## src/rtl/instr_fetch_unit_pkg.sv

```systemverilog
// Shared types and constants for the instruction fetch stage.
// HALT_OPCODE is only acted on when FETCH_HALT_DETECT_EN is defined.
package fetch_pkg;

   typedef enum logic [1:0] {
      BOOT,
      RUN,
      HALT
   } fetch_state_t;

   localparam logic [5:0] HALT_OPCODE = 6'b111111;
   localparam int OPCODE_MSB = 31;
   localparam int OPCODE_LSB = 26;

endpackage

```

## src/rtl/instr_fetch_unit_if.sv

```systemverilog
// Fetch stage bus: downstream control, ROM port and IF/ID outputs.
// master = fetch unit, slave = surrounding pipeline/ROM.
interface instr_fetch_unit_if #(
   parameter int DATA_WIDTH = 32,
   parameter int ADDR_WIDTH = 10
);

   logic                  stall;
   logic                  flush;
   logic                  redirect_valid;
   logic [ADDR_WIDTH-1:0] redirect_addr;
   logic [ADDR_WIDTH-1:0] rom_addr;
   logic [DATA_WIDTH-1:0] rom_data;
   logic                  if_valid;
   logic [DATA_WIDTH-1:0] if_instr;
   logic [ADDR_WIDTH-1:0] if_pc;
   logic [ADDR_WIDTH-1:0] if_pc_next;
   logic                  halted;

   modport master (
      input  stall, flush, redirect_valid, redirect_addr, rom_data,
      output rom_addr, if_valid, if_instr, if_pc, if_pc_next, halted
   );

   modport slave (
      output stall, flush, redirect_valid, redirect_addr, rom_data,
      input  rom_addr, if_valid, if_instr, if_pc, if_pc_next, halted
   );

endinterface

```

## src/rtl/instr_fetch_unit_pc_reg.sv

```systemverilog
// Program counter with redirect/hold/increment next-PC mux.
// Increment wraps silently at 2**ADDR_WIDTH.
module pc_reg #(
   parameter int ADDR_WIDTH = 10,
   parameter int RESET_PC   = 0
) (
   input  logic                  clk,
   input  logic                  reset,
   input  logic                  load,
   input  logic [ADDR_WIDTH-1:0] load_addr,
   input  logic                  hold,
   output logic [ADDR_WIDTH-1:0] pc
);

   localparam logic [ADDR_WIDTH-1:0] ONE = ADDR_WIDTH'(1);

   logic [ADDR_WIDTH-1:0] pc_next;

   always_comb begin
      pc_next = pc + ONE;
      if (load) begin
         pc_next = load_addr;
      end else if (hold) begin
         pc_next = pc;
      end
   end

   always_ff @(posedge clk) begin
      if (reset) begin
         pc <= ADDR_WIDTH'(RESET_PC);
      end else begin
         pc <= pc_next;
      end
   end

endmodule

```

## src/rtl/instr_fetch_unit.sv

```systemverilog
// Fetch stage: PC, ROM addressing, IF/ID register and BOOT/RUN/HALT FSM.
// HALT detection is compiled in with FETCH_HALT_DETECT_EN.
module instr_fetch_unit
   import fetch_pkg::*;
#(
   parameter int DATA_WIDTH = 32,
   parameter int ADDR_WIDTH = 10,
   parameter int RESET_PC   = 0
) (
   input  logic               clk,
   input  logic               reset,
   instr_fetch_unit_if.master bus
);

   localparam logic [ADDR_WIDTH-1:0] ONE = ADDR_WIDTH'(1);

   fetch_state_t          state;
   fetch_state_t          state_next;
   logic [ADDR_WIDTH-1:0] pc;
   logic                  pc_load;
   logic                  pc_hold;
   logic                  capture;
   logic                  kill;
   logic                  halt_hit;

   logic                  if_valid;
   logic [DATA_WIDTH-1:0] if_instr;
   logic [ADDR_WIDTH-1:0] if_pc;
   logic [ADDR_WIDTH-1:0] if_pc_next;

   pc_reg #(
      .ADDR_WIDTH (ADDR_WIDTH),
      .RESET_PC   (RESET_PC)
   ) u_pc_reg (
      .clk       (clk),
      .reset     (reset),
      .load      (pc_load),
      .load_addr (bus.redirect_addr),
      .hold      (pc_hold),
      .pc        (pc)
   );

`ifdef FETCH_HALT_DETECT_EN
   assign halt_hit   = bus.rom_data[OPCODE_MSB:OPCODE_LSB] == HALT_OPCODE;
   assign bus.halted = state == HALT;
`else
   assign halt_hit   = 1'b0;
   assign bus.halted = 1'b0;
`endif

   always_comb begin
      state_next = state;
      pc_load    = 1'b0;
      pc_hold    = 1'b1;
      capture    = 1'b0;
      kill       = 1'b0;
      unique case (state)
         BOOT: begin
            state_next = RUN;
            kill       = 1'b1;
         end
         RUN: begin
            if (bus.redirect_valid) begin
               pc_load = 1'b1;
               kill    = 1'b1;
            end else if (bus.stall) begin
               kill = bus.flush;
            end else begin
               capture = 1'b1;
               pc_hold = 1'b0;
               // HALT word is delivered once, then the PC parks on it
               if (halt_hit && !bus.flush) begin
                  pc_hold    = 1'b1;
                  state_next = HALT;
               end
            end
         end
`ifdef FETCH_HALT_DETECT_EN
         HALT: begin
            kill = 1'b1;
            if (bus.redirect_valid) begin
               pc_load    = 1'b1;
               state_next = RUN;
            end
         end
`endif
         default: begin
            state_next = BOOT;
         end
      endcase
   end

   always_ff @(posedge clk) begin
      if (reset) begin
         state <= BOOT;
      end else begin
         state <= state_next;
      end
   end

   always_ff @(posedge clk) begin
      if (reset) begin
         if_valid   <= 1'b0;
         if_instr   <= '0;
         if_pc      <= '0;
         if_pc_next <= '0;
      end else if (capture) begin
         if_valid   <= ~bus.flush;
         if_instr   <= bus.rom_data;
         if_pc      <= pc;
         if_pc_next <= pc + ONE;
      end else if (kill) begin
         if_valid <= 1'b0;
      end
   end

   assign bus.rom_addr   = pc;
   assign bus.if_valid   = if_valid;
   assign bus.if_instr   = if_instr;
   assign bus.if_pc      = if_pc;
   assign bus.if_pc_next = if_pc_next;

endmodule

```

## src/flat_wrapper.sv

```systemverilog
// flat-port wrapper written by rule: the top's interface ports become plain ports
module instr_fetch_unit_flat import fetch_pkg::*;
#(
   parameter int DATA_WIDTH = 32,
   parameter int ADDR_WIDTH = 10,
   parameter int RESET_PC   = 0
)
  (clk, reset, bus_stall, bus_flush, bus_redirect_valid, bus_redirect_addr, bus_rom_data, bus_rom_addr, bus_if_valid, bus_if_instr, bus_if_pc, bus_if_pc_next, bus_halted);
  instr_fetch_unit_if #(.DATA_WIDTH(DATA_WIDTH), .ADDR_WIDTH(ADDR_WIDTH)) bus_i ();
  input  logic clk;
  input  logic reset;
  input wire logic [$bits(bus_i.stall)-1:0] bus_stall;
  input wire logic [$bits(bus_i.flush)-1:0] bus_flush;
  input wire logic [$bits(bus_i.redirect_valid)-1:0] bus_redirect_valid;
  input wire logic [$bits(bus_i.redirect_addr)-1:0] bus_redirect_addr;
  input wire logic [$bits(bus_i.rom_data)-1:0] bus_rom_data;
  output wire logic [$bits(bus_i.rom_addr)-1:0] bus_rom_addr;
  output wire logic [$bits(bus_i.if_valid)-1:0] bus_if_valid;
  output wire logic [$bits(bus_i.if_instr)-1:0] bus_if_instr;
  output wire logic [$bits(bus_i.if_pc)-1:0] bus_if_pc;
  output wire logic [$bits(bus_i.if_pc_next)-1:0] bus_if_pc_next;
  output wire logic [$bits(bus_i.halted)-1:0] bus_halted;
  assign bus_i.stall = bus_stall;
  assign bus_i.flush = bus_flush;
  assign bus_i.redirect_valid = bus_redirect_valid;
  assign bus_i.redirect_addr = bus_redirect_addr;
  assign bus_i.rom_data = bus_rom_data;
  assign bus_rom_addr = bus_i.rom_addr;
  assign bus_if_valid = bus_i.if_valid;
  assign bus_if_instr = bus_i.if_instr;
  assign bus_if_pc = bus_i.if_pc;
  assign bus_if_pc_next = bus_i.if_pc_next;
  assign bus_halted = bus_i.halted;
  instr_fetch_unit #(.DATA_WIDTH(DATA_WIDTH), .ADDR_WIDTH(ADDR_WIDTH), .RESET_PC(RESET_PC)) u_core (.clk(clk), .reset(reset), .bus(bus_i));
endmodule
```

## config.mk

```make
export PLATFORM = sky130hd
export DESIGN_NAME = instr_fetch_unit_flat
export DESIGN_NICKNAME = d
export VERILOG_FILES = /design/src/rtl/instr_fetch_unit_pkg.sv /design/src/rtl/instr_fetch_unit_if.sv /design/src/rtl/instr_fetch_unit_pc_reg.sv /design/src/rtl/instr_fetch_unit.sv /design/src/flat_wrapper.sv
export SDC_FILE = /design/constraint.sdc
export NUM_CORES = 1
export LEC_CHECK = 0
export ABC_AREA = 1
export BUFFER_PORTS_ARGS = -buffer_cell sky130_fd_sc_hd__buf_2
export CORE_AREA = 2 2 78 80
export CTS_BUF_LIST = sky130_fd_sc_hd__clkbuf_4
export DETAILED_ROUTE_END_ITERATION = 8
export DIE_AREA = 0 0 80 82
export GPL_ROUTABILITY_DRIVEN = 0
export GPL_TIMING_DRIVEN = 1
export PLACE_DENSITY = 0.8
export SYNTH_ARGS = -nofsm -noshare
export SYNTH_HDL_FRONTEND = slang
export SYNTH_SLANG_ARGS = --single-unit
export TNS_END_PERCENT = 5
```

## constraint.sdc

```tcl
create_clock -name clk -period 1.13 [get_ports clk]
set_input_delay 0.0565 -clock clk [delete_from_list [all_inputs] [get_ports clk]]
set_output_delay 0.0565 -clock clk [all_outputs]
set_load 0.02 [all_outputs]
```

After elaboration in Yosys (flattened, before gate mapping)
Cells that the tools add are included.
Widths: inputs -> output; s select.
- add/subtract/negate cells: 1
- equal/unequal tests: 2
- mux-type cells: 16
- bitwise operators: 1
- reduce and logical (&&, ||, !) cells: 2
- operators by type and width (operator ; count):
    $mux 10 ; 2
    $mux 1 ; 12
    $add 10x1->10 const B ; 1
    $pmux 2 s2 ; 1
    $eq 2x1->1 const B ; 1
    $logic_not 2->1 ; 1
    $ne 2x1->1 const B ; 1
    $pmux 1 s2 ; 1
    $reduce_bool 2->1 ; 1
    $not 1->1 ; 1
- bits in registers: 65
- input bits: 47
- output and inout bits: 64
- word-level logic and storage cells: 28

Depth between registers and ports, before layout
Gate-level depths: netlist (run 1).
- word-level depth: 5
- depth in mapped cells: 8
- depth with buffers taken out: 8

Cells and area by module
A second synthesis (run 1) with hierarchy kept.
- cell total of the unflattened synthesis: 383
- area total of the unflattened synthesis: 2783.9 um^2
- modules (own cells, without submodules) (module ; times used ; cells each ; area an instance (um^2) ; sequential area each (um^2)):
    instr_fetch_unit ; 1 ; 277 ; 2122.0 ; 1081.0
    pc_reg ; 1 ; 106 ; 661.9 ; 200.2

Worst setup path before layout (run 1)
Ideal clock, no wire load.
- path kind: register -> register
- start: reg u_core.u_pc_reg.pc[1]
- end: reg u_core.u_pc_reg.pc[8]
- setup time: 70 ps
- data arrival time: 1251 ps
- required time: 1060 ps
- slack: -191 ps
- cell stages (with the launch flop): 8
- path buffers: 0
- period minus slack after synthesis: 1321 ps
- cells stage by stage: dfxtp_1 > ha_1 > nand2_1 > inv_1 > nand2_1 > o21bai_1 > nand2_1 > a21oi_1
- longest elaborated chain between the ends: 3
- ends and longest elaborated chain (element ; RTL line ; RTL):
    start, declared ; instr_fetch_unit_pc_reg.sv:12 ; output logic [ADDR_WIDTH-1:0] pc
    start signal, assigned ; instr_fetch_unit_pc_reg.sv:30 ; pc <= ADDR_WIDTH'(RESET_PC);
    start signal, assigned ; instr_fetch_unit_pc_reg.sv:32 ; pc <= pc_next;
    $add 10x1->10 ; instr_fetch_unit_pc_reg.sv:20 ; pc_next = pc + ONE;
    $mux 10 ; instr_fetch_unit_pc_reg.sv:23 ; end else if (hold) begin
    $mux 10 ; instr_fetch_unit_pc_reg.sv:21 ; if (load) begin
Every way passes these cells. The select of a mux whose other input is x is not followed.
A chain may end at the register's enable or synchronous reset.

Final worst setup path (run 1)
Same ends and word-level chain as after synthesis.

==> results of run 1 <==
[metrics by stage]
| step | util (%) | setup WS, ns | cell area, sq um | hold slack [ns] |
|---|---|---|---|---|
| 2_1_floorplan | - | -0.0142 | 2470 | 0.202 |
| 3_5_place_dp | 54.2 | -0.161 | 3120 | 0.305 |
| 3_3_place_gp | 54.2 | -0.0560 | 3120 | 0.295 |
| 6_report | 65.2 | -0.0982 | 3750 | 0.0356 |
| 4_1_cts | 64.2 | -0.0310 | 3690 | 0.00147 |
| 5_1_grt | 65.2 | -0.144 | 3750 | 0.0101 |
[final cells by class]
cell class | count | area share (%)
clock buffers | 11 | 2.20
inverters | 15 | 1.70
multi-input cells | 216 | 28.1
well taps | 75 | 2.51
clock inverters | 5 | 1.27
flip-flops and latches | 64 | 34.7
repair buffers | 167 | 29.6
[power by group through the flow]
stage	sequential, mW	combinational [mW]	clock (mW)
after floorplan	2.60	0.254	0
after global placement	2.46	0.624	0
after detailed placement	2.47	0.632	0
after CTS	2.42	0.753	1.55
after global routing	2.44	0.849	1.68
final	2.42	0.773	1.49
[Yosys cell counts]
master	number	area [sq um]
a21boi_0	6	45.0
a21oi_1	23	115
a21oi_2	1	8.76
a31oi_1	3	18.8
buf_2	1	5.00
buf_4	1	7.51
buf_6	8	90.1
clkbuf_1	8	30.0
clkinv_1	1	3.75
conb_1	1	3.75
dfxtp_1	64	1280
ha_1	1	12.5
inv_1	13	48.8
inv_2	1	3.75
nand2_1	41	154
nand2_2	1	6.26
nand3_1	9	45.0
nand3_2	1	10.0
nand4_1	1	6.26
nor2_1	77	289
nor2_2	1	6.26
nor2_4	1	11.3
o2111a_1	1	11.3
o21ai_0	40	200
o21ai_1	5	25.0
o21ai_2	1	8.76
o21bai_1	2	15.0
[worst register-to-register path, cell delays in order (launching register included)]
cell	delay [ns]
dfxtp_4	0.39
ha_4	0.16
nand2_4	0.06
inv_4	0.07
nand2_2	0.07
o21bai_1	0.16
nand2_1	0.11
a21oi_2	0.16
[cells in the final DEF (no fill, tap or decap), types with 2 or more instances in the layout]
cell type and n:
a21boi_0 5, a21oi_1 20, a21oi_2 4, a31oi_1 3
buf_2 105, buf_4 19, buf_6 3, clkbuf_4 11
clkinv_1 2, clkinv_2 2, dfxtp_1 56, dfxtp_2 5
dfxtp_4 3, dlygate4sd3_1 39, inv_1 12, inv_4 3
nand2_1 38, nand2_2 3, nand3_1 8, nor2_1 76
nor2_4 2, o21ai_0 38, o21ai_1 6, o21ai_2 2
o21bai_1 2
[cells by family (layout without fill, tap and decap cells)]
| kind of cell | Yosys count | in the layout | share of synthesized area (%) |
|---|---|---|---|
| and+or+nand+nor | 132 | 132 | 21.4 |
| AOI/OAI and AO/OA | 82 | 82 | 18.2 |
| DFF | 64 | 64 | 52.0 |
| buffers and inverters | 33 | 198 | 7.67 |
| adders and majority gates | 1 | 1 | 0.508 |
| other | 1 | 1 | 0.152 |
[layer usage]
metal	up-vias	track usage, %	share of wire (%)
met4	0	9.66	1.7
met5	-	0	0
met2	101	39.3	52
met1	1216	24.3	41
li1	1338	-	-
met3	11	4.07	5.6
[worst paths after layout]
kind                             from                        to  slack, ns  depth (start not counted)
max             u_core.u_pc_reg.pc[1]     u_core.u_pc_reg.pc[8]       -0.1                          7
min              bus_redirect_addr[5]     u_core.u_pc_reg.pc[5]       0.04                          4
max reg2reg     u_core.u_pc_reg.pc[1]     u_core.u_pc_reg.pc[8]       -0.1                          7
min reg2reg  u_core.bus.if_pc_next[0]  u_core.bus.if_pc_next[0]       0.47                          2
[repair_timing]
action / in CTS / in global routing
pin swaps: 2 / 7
buffers inserted: 0 / 1
hold endpoints to repair: 37 / 0
hold buffers: 39 / 0
setup endpoints to repair: 49 / 42
resized for setup: 17 / 16
==> metrics.md, run 1 <==
| Metric | Value |
|---|---|
| Outcome | `finished, violations left` |
| Violated checks | `setup timing` |
| Pwr Density | `1250 nW/um^2` |
| H-tree Lvls | `3` |
| Crit end category | `flop` |
| Post-DP HPWL | `4570 um` |
| Net switching power figure | `1.28 mW` |
| Avg Cell Area, Syn | `7.87 sq um` |
| Distinct cells, synth | `27` |
| Pin count of the biggest net entering global routing | `29` |
| Post-route clock period utilization | `109%` |
| Seq pwr share | `51.7%` |
| Die area | `6560 sq um` |
| Arr. time, crit path | `1.57 ns` |
| CP Launch Type | `flop` |
| Cell Rows | `28` |
| Synth-to-layout area growth | `52.1%` |
| GRT Overall Usage | `21.5%` |
| DR iter-0 viols | `82` |
| Wirelength per Cell | `12.9 um` |
| Final Skew | `0.00912 ns` |
| CP delay by family, top | `flip-flops` |
| CP max stage delay | `0.39 ns` |
| Clock slew seen by the registers of the worst setup and hold paths | `0.10 ns` |
| Setup ws final | `-0.0982 ns` |
| Clock Sinks | `64` |
| Max Buffers Root-to-Sink | `2` |
| Initial antenna violation count | `0` |
| Synthesized area | `2460 sq um` |
| Switch share | `27.2%` |
| Fmax | `0.814 GHz` |
| Min cycle time layout | `1.23 ns` |
| Total CTS buffers | `9` |
| Final WL | `7140 um` |
| Largest Register | `u_core.bus.if_instr` |
| CP cell instances | `ha_4 -> nand2_4 -> inv_4 -> nand2_2 -> o21bai_1 -> nand2_1 -> a21oi_2` |
| Leakage | `1.76 nW` |
| CTS root buf | `clkbuf_4` |
| Fill count | `488` |
| Max-cap viol count | `0` |
| Number of global-route vias before repair | `2366` |
| Drt first pass iters | `4` |
| Final setup viols | `4` |
| Layout cells sized above 1 | `35.4%` |
| First-pass GRT wire length | `10800 um` |
| Crit Path Category | `reg -> reg` |
| Post-Layout Cell Count | `553` |
| DR vias/cell | `4.82` |
| Logic gate share of total power | `16.5%` |
| # IOs | `111` |
| Core Box Area | `5750 sq um` |
| Multi-input logic area | `1050 sq um` |
| Max IR drop VDD | `0.000968 V` |
| Hold Path Class | `in -> reg` |
| Total Power | `4.69 mW` |
| Die H | `82 um` |
| Buf+Inv Stages, Crit Path | `1` |
| Post-synth net total | `361` |
| Placed instance count | `497` |
| Synth Register Bits | `64` |
| Synth Instances | `313` |
| Clk pwr share | `31.8%` |
| Setup TNS | `-0.197 ns` |
| RSZ-0062 raised after global routing | `true` |
| Initial core utilization | `42.9%` |
| Sequential area share after synthesis | `52.0%` |
| Req. time, crit path | `1.47 ns` |
| Power Internal | `3.42 mW` |
| Clock insertion delay at the later pin of the skew report | `0.40 ns` |
| FF+latch area | `1300 sq um` |
| Layout Nets | `521` |
| CTS tree | `yes` |
| CP max stage cell | `dfxtp_4` |
| Yosys warns | `0` |
| DRC | `0` |
| Port Buf Inserts | `109` |
| Final Hold Fails | `0` |
| Overflow after GRT | `0` |
| Flip-flop count of the largest register after layout | `32` |
| Via count | `2666` |
| CP max FO | `4` |
| Die width | `80 um` |
| ANT nets after route | `0` |
| Ant. Diodes | `0` |
| Final Max Slew Viols | `0` |
(Power assumes the default switching activity.)
==> run 2, diff against run 1 <==
Settings changed: RECOVER_POWER from default to 100.
==> metrics.md, run 2 (synthesis gave the netlist of run 1 again) <==
| Metric | Value |
|---|---|
| Outcome | `finished, violations left (unchanged)` |
| Violated checks | `setup timing (unchanged)` |
| Pwr Density | `1260 nW/um^2 (was 1250 nW/um^2)` |
| Layout Nets | `521 (unchanged)` |
| Via count | `2676 (was 2666)` |
| CP Launch Type | `flop (unchanged)` |
| Hold wc startpoint | `bus_redirect_addr[5] (unchanged)` |
| Clock Sinks | `64 (unchanged)` |
| CP max stage delay | `0.39 ns (about the same)` |
| Flip-flop count of the largest register after layout | `32 (unchanged)` |
| Ant. Diodes | `0 (unchanged)` |
| Max-cap viol count | `0 (unchanged)` |
| CP cell instances | `ha_4 -> nand2_4 -> inv_4 -> nand2_2 -> o21bai_1 -> nand2_1 -> a21oi_2 (unchanged)` |
| First-pass GRT wire length | `10800 um (unchanged)` |
| Number of global-route vias before repair | `2366 (unchanged)` |
| H-tree Lvls | `3 (unchanged)` |
| Port Buf Inserts | `109 (unchanged)` |
| Post-route clock period utilization | `108% (was 109%)` |
| ANT nets after route | `0 (unchanged)` |
| Total CTS buffers | `9 (unchanged)` |
| Commonest non-fill, non-tap cells in the layout | `nor2_1 (76), dfxtp_1 (56), buf_2 (52) (was buf_2 (105), nor2_1 (76), dfxtp_1 (56))` |
| Flop-to-flop setup slack | `-0.09 ns (was -0.1 ns)` |
| Final WL | `7110 um (was 7140 um)` |
| Fmax | `0.821 GHz (was 0.814 GHz)` |
| Post-DP HPWL | `4570 um (unchanged)` |
| Drt first pass iters | `4 (unchanged)` |
| RSZ-0062 raised after global routing | `true (unchanged)` |
| R2r endpoint | `u_core.u_pc_reg.pc[8] (unchanged)` |
| Die area | `6560 sq um (unchanged)` |
| Hold Path Class | `in -> reg (unchanged)` |
| Layout cells sized above 1 | `28.9% (was 35.4%)` |
| Die width | `80 um (unchanged)` |
| # IOs | `111 (unchanged)` |
| CP max FO | `4 (unchanged)` |
| Most common cell after layout, fill and taps aside | `nor2_1 (was buf_2)` |
| CTS tree | `yes (unchanged)` |
| Core Box Area | `5750 sq um (unchanged)` |
| CP delay by family, top | `flip-flops (unchanged)` |
| Arr. time, crit path | `1.55 ns (was 1.57 ns)` |
| Max Buffers Root-to-Sink | `2 (unchanged)` |
| Buf+Inv Stages, Crit Path | `1 (unchanged)` |
| Clock insertion delay at the later pin of the skew report | `0.39 ns (was 0.40 ns)` |
| Clock slew seen by the registers of the worst setup and hold paths | `0.10 ns (about the same)` |
| Die H | `82 um (unchanged)` |
| Crit end category | `flop (unchanged)` |
| Initial antenna violation count | `0 (unchanged)` |
| DP Worst Slack | `-0.161 ns (unchanged)` |
| CP max stage cell | `dfxtp_4 (unchanged)` |
| Final setup viols | `4 (unchanged)` |
| Crit Path Category | `reg -> reg (unchanged)` |
| DR iter-0 viols | `78 (was 82)` |
| CTS root buf | `clkbuf_4 (unchanged)` |
| Largest Register | `u_core.bus.if_instr (unchanged)` |
| GRT Overall Usage | `21.5% (unchanged)` |
| Hold path cells | `4 (unchanged)` |
| R2R depth | `7 (unchanged)` |
| Synth-to-layout area growth | `50.4% (was 52.1%)` |
| DRC | `0 (unchanged)` |
| Overflow after GRT | `0 (unchanged)` |
| Initial core utilization | `42.9% (unchanged)` |
| Final Max Slew Viols | `0 (unchanged)` |
| Worst hold endpoint | `u_core.u_pc_reg.pc[5] (unchanged)` |
| DR vias/cell | `4.84 (was 4.82)` |
| Min cycle time layout | `1.22 ns (was 1.23 ns)` |
| Final Hold Fails | `0 (unchanged)` |
| Pin count of the biggest net entering global routing | `29 (unchanged)` |
| Wirelength per Cell | `12.9 um (about the same)` |
| Core Util, Final | `64.4% (was 65.2%)` |
| Final Skew | `0.0129 ns (was 0.00912 ns)` |
| Max IR drop VDD | `0.000972 V (was 0.000968 V)` |
| Setup ws final | `-0.0885 ns (was -0.0982 ns)` |
| Leakage | `1.62 nW (was 1.76 nW)` |
| RR Startpoint | `u_core.u_pc_reg.pc[1] (unchanged)` |
| Req. time, crit path | `1.46 ns (was 1.47 ns)` |
| Cell Rows | `28 (unchanged)` |
-- run 2: per-stage QoR --
stage / instances / TNS, ns / total power, mW / hold slack [ns] / instance area [sq um]
after CTS: 552 / -0.0488 / 4.72 / 0.00147 / 3690
after detailed placement: 497 / -1.97 / 3.10 / 0.305 / 3120
after global placement: 497 / -0.336 / 3.09 / 0.295 / 3120
final: 553 / -0.154 / 4.68 / 0.0348 / 3700
after global routing: 553 / -1.08 / 4.95 / 0.0101 / 3700
after floorplan: 313 / -0.0142 / 2.85 / 0.202 / 2470
-- run 2: worst register-to-register path, cell delays in order (launching register included) --
cell	delay, ns
dfxtp_4	0.39
ha_4	0.15
nand2_4	0.06
inv_4	0.07
nand2_2	0.06
o21bai_1	0.15
nand2_1	0.11
a21oi_2	0.16
-- run 2: area by class of cell --
class,instances,area (sq um)
Fill cell,513,2040
Sequential cell,64,1300
Timing Repair Buffer,167,1060
Multi-Input combinational cell,216,1050
Tap cell,75,93.8
Clock buffer,11,82.6
Inverter,15,63.8
Clock inverter,5,47.5
-- run 2: timing repair --
item	CTS	global route
pin swaps	2	7
endpoints found under the hold margin	37	0
endpoints found under the setup margin	49	42
gates resized for setup	17	16
setup buffers	0	1
hold buffers	39	0
-- run 2: worst max-delay path by stage --
stage                           from                    end  slack (ns)  depth (start not counted)
3_5_place_dp         u_core.state[0]  u_core.u_pc_reg.pc[8]       -0.16                          5
4_1_cts        u_core.u_pc_reg.pc[0]  u_core.u_pc_reg.pc[8]       -0.03                          7
5_1_grt        u_core.u_pc_reg.pc[1]  u_core.u_pc_reg.pc[8]       -0.14                          7
6_report       u_core.u_pc_reg.pc[1]  u_core.u_pc_reg.pc[8]       -0.09                          7
3_3_place_gp         u_core.state[0]  u_core.u_pc_reg.pc[8]       -0.06                          5
2_1_floorplan  u_core.u_pc_reg.pc[0]  u_core.u_pc_reg.pc[8]       -0.01                          7
-- run 2: per-layer routing --
| layer | wire length, um | part of all wire [%] | GRT usage [%] |
|---|---|---|---|
| met3 | 431 | 6.1 | 4.07 |
| met5 | 0 | 0 | 0 |
| met4 | 88 | 1.2 | 9.66 |
| met1 | 2920 | 41 | 24.3 |
| met2 | 3670 | 52 | 39.3 |
-- run 2: power breakdown --
part           total, mW  internal, mW  switching, mW
Combinational      0.758         0.337          0.420
Clock               1.49         0.705          0.785
Sequential          2.43          2.36         0.0694
==> run 3, diff against run 2 <==
Settings changed: CORE_AREA 2 2 78 80 to 2 2 72 74, DIE_AREA 0 0 80 82 to 0 0 74 76, PLACE_DENSITY 0.8 to 0.89.
Clock period 1.13 ns to 1.5 ns, I/O delays scaled along.
==> metrics.md, run 3 (synthesis gave the netlist of run 1 again) <==
| Metric | Value |
|---|---|
| Outcome | `finished, final reports clean (was finished, violations left)` |
| DR iter-0 viols | `156 (was 78)` |
| CP max stage cell | `dfxtp_1 (was dfxtp_4)` |
| Fmax | `0.715 GHz (was 0.821 GHz)` |
| Final Hold Fails | `0 (unchanged)` |
| Initial antenna violation count | `0 (unchanged)` |
| CP Launch Type | `flop (unchanged)` |
| Clock Sinks | `64 (unchanged)` |
| Layout Nets | `507 (was 521)` |
| Port Buf Inserts | `109 (unchanged)` |
| First-pass GRT wire length | `11800 um (was 10800 um)` |
| Ant. Diodes | `0 (unchanged)` |
| Flip-flop count of the largest register after layout | `32 (unchanged)` |
| Crit end category | `flop (unchanged)` |
| Crit Path Category | `reg -> reg (unchanged)` |
| R2R depth | `7 (unchanged)` |
| Flop-to-flop setup slack | `0.10 ns (was -0.09 ns)` |
| Pwr Density | `1060 nW/um^2 (was 1260 nW/um^2)` |
| Cell mode on critical path | `nand2_1` |
| Final setup viols | `0 (was 4)` |
| Die area | `5620 sq um (was 6560 sq um)` |
| DR vias/cell | `4.99 (was 4.84)` |
| Worst hold endpoint | `u_core.u_pc_reg.pc[5] (unchanged)` |
| Placed Area | `3030 sq um (was 3120 sq um)` |
| Min cycle time layout | `1.40 ns (was 1.22 ns)` |
| Clock slew seen by the registers of the worst setup and hold paths | `0.10 ns (about the same)` |
| Leakage | `1.41 nW (was 1.62 nW)` |
| Hold wc startpoint | `bus_redirect_addr[5] (unchanged)` |
| Number of global-route vias before repair | `2585 (was 2366)` |
| Arr. time, crit path | `1.74 ns (was 1.55 ns)` |
| RR Startpoint | `u_core.u_pc_reg.pc[1] (unchanged)` |
| Commonest non-fill, non-tap cells in the layout | `nor2_1 (77), clkbuf_1 (63), dfxtp_1 (63) (was nor2_1 (76), dfxtp_1 (56), buf_2 (52))` |
| Most common cell after layout, fill and taps aside | `nor2_1 (unchanged)` |
| CP max FO | `5 (was 4)` |
| Wirelength per Cell | `14.2 um (was 12.9 um)` |
| Via count | `2666 (was 2676)` |
| Rel. slew slack | `54.5%` |
| FF+latch area | `1280 sq um (was 1300 sq um)` |
| Overflow after GRT | `0 (unchanged)` |
| DP Worst Slack | `0.195 ns (was -0.161 ns)` |
| Final Skew | `0.0146 ns (was 0.0129 ns)` |
| Largest Register | `u_core.bus.if_instr (unchanged)` |
| H-tree Lvls | `3 (unchanged)` |
| Fin area | `3450 sq um (was 3700 sq um)` |
| Core Util, Final | `70.2% (was 64.4%)` |
| CP max stage delay | `0.42 ns (was 0.39 ns)` |
| Layout cells sized above 1 | `15.3% (was 28.9%)` |
| DRC | `0 (unchanged)` |
| CTS tree | `yes (unchanged)` |
| Drt first pass iters | `6 (was 4)` |
| Cell Rows | `26 (was 28)` |
| Total Power | `3.66 mW (was 4.68 mW)` |
| Clock insertion delay at the later pin of the skew report | `0.41 ns (was 0.39 ns)` |
| Setup ws final | `0.101 ns (was -0.0885 ns)` |
| Final WL | `7590 um (was 7110 um)` |
| CTS root buf | `clkbuf_4 (unchanged)` |
| Max Buffers Root-to-Sink | `2 (unchanged)` |
| Hold Path Class | `in -> reg (unchanged)` |
| Initial core utilization | `50.1% (was 42.9%)` |
| Hold path cells | `4 (unchanged)` |
| R2r endpoint | `u_core.u_pc_reg.pc[8] (unchanged)` |
| # IOs | `111 (unchanged)` |
| Post-route clock period utilization | `93.3% (was 108%)` |
| Multi-input logic area | `986 sq um (was 1050 sq um)` |
| Die H | `76 um (was 82 um)` |
| Max IR drop VDD | `0.000631 V (was 0.000972 V)` |
| Synth-to-layout area growth | `40.1% (was 50.4%)` |
| Fill count | `403 (was 513)` |
| GRT Overall Usage | `26.9% (was 21.5%)` |
| Req. time, crit path | `1.84 ns (was 1.46 ns)` |
| Max-cap viol count | `0 (unchanged)` |
| Die width | `74 um (was 80 um)` |
| Setup TNS | `0 ns (was -0.154 ns)` |
| CP cell instances | `ha_1 -> nand2_1 -> inv_1 -> nand2_1 -> o21bai_1 -> nand2_1 -> a21oi_1 (was ha_4 -> nand2_4 -> inv_4 -> nand2_2 -> o21bai_1 -> nand2_1 -> a21oi_2)` |
| Total CTS buffers | `9 (unchanged)` |
| Post-CTS setup buffer count | `0 (unchanged)` |
| Core Box Area | `4910 sq um (was 5750 sq um)` |
| Slew @ Worst Pin | `0.683 ns` |
| Final Max Slew Viols | `0 (unchanged)` |
| RSZ-0062 raised after global routing | `false (was true)` |
| Pin count of the biggest net entering global routing | `45 (was 29)` |
| Post-DP HPWL | `4360 um (was 4570 um)` |
| ANT nets after route | `0 (unchanged)` |
[run 3: where the power goes]
part	total, mW	internal (mW)	switching, mW
logic	0.525	0.211	0.314
registers	1.83	1.78	0.0550
clock network	1.30	0.699	0.603
total	3.66	2.69	0.972
[run 3: worst max-delay path, delay by kind of cell (launching register included)]
family          cells  cell delay [ns]
fa+ha+maj           1             0.20
buf+inv             1             0.13
flops               1             0.42
compound gates      2             0.30
simple gates        3             0.29
[run 3: how the worst max path moves through the flow]
stage	from	end	slack, ns	cells past startpoint
6_report	u_core.u_pc_reg.pc[1]	u_core.u_pc_reg.pc[8]	0.10	7
3_5_place_dp	u_core.u_pc_reg.pc[0]	u_core.u_pc_reg.pc[8]	0.20	7
4_1_cts	u_core.u_pc_reg.pc[0]	u_core.u_pc_reg.pc[8]	0.13	7
3_3_place_gp	u_core.u_pc_reg.pc[0]	u_core.u_pc_reg.pc[8]	0.28	7
5_1_grt	u_core.u_pc_reg.pc[1]	u_core.u_pc_reg.pc[8]	0.02	7
2_1_floorplan	u_core.u_pc_reg.pc[1]	u_core.u_pc_reg.pc[8]	0.18	7
[run 3: area by class of cell]
cell class	count	share of cell area (%)
clock buffers	11	2.39
clock inverters	5	2.07
inverters	15	1.63
multi-input cells	216	28.6
flip-flops and latches	64	37.2
well taps	70	2.54
repair buffers	153	25.6
[run 3: layer usage]
metal / global-route usage, % / vias to the layer above / wire (um)
li1: - / 1308 / -
met1: 29.7 / 1191 / 2970
met2: 47.6 / 147 / 3820
met3: 6.61 / 20 / 625
met4: 11.6 / 0 / 166
met5: 0 / - / 0
[run 3: what timing repair did]
| action | CTS | global route |
|---|---|---|
| gates resized for setup | 0 | 1 |
| endpoints found under the setup margin | 0 | 1 |
| hold buffers | 37 | 0 |
| hold endpoints to repair | 37 | 0 |
[run 3: per-stage QoR]
step,hold slack [ns],std cells
final,0.0283,534
after global routing,0.0309,534
after CTS,0.00213,534
after detailed placement,0.330,481
after global placement,0.312,481
after floorplan,0.220,313
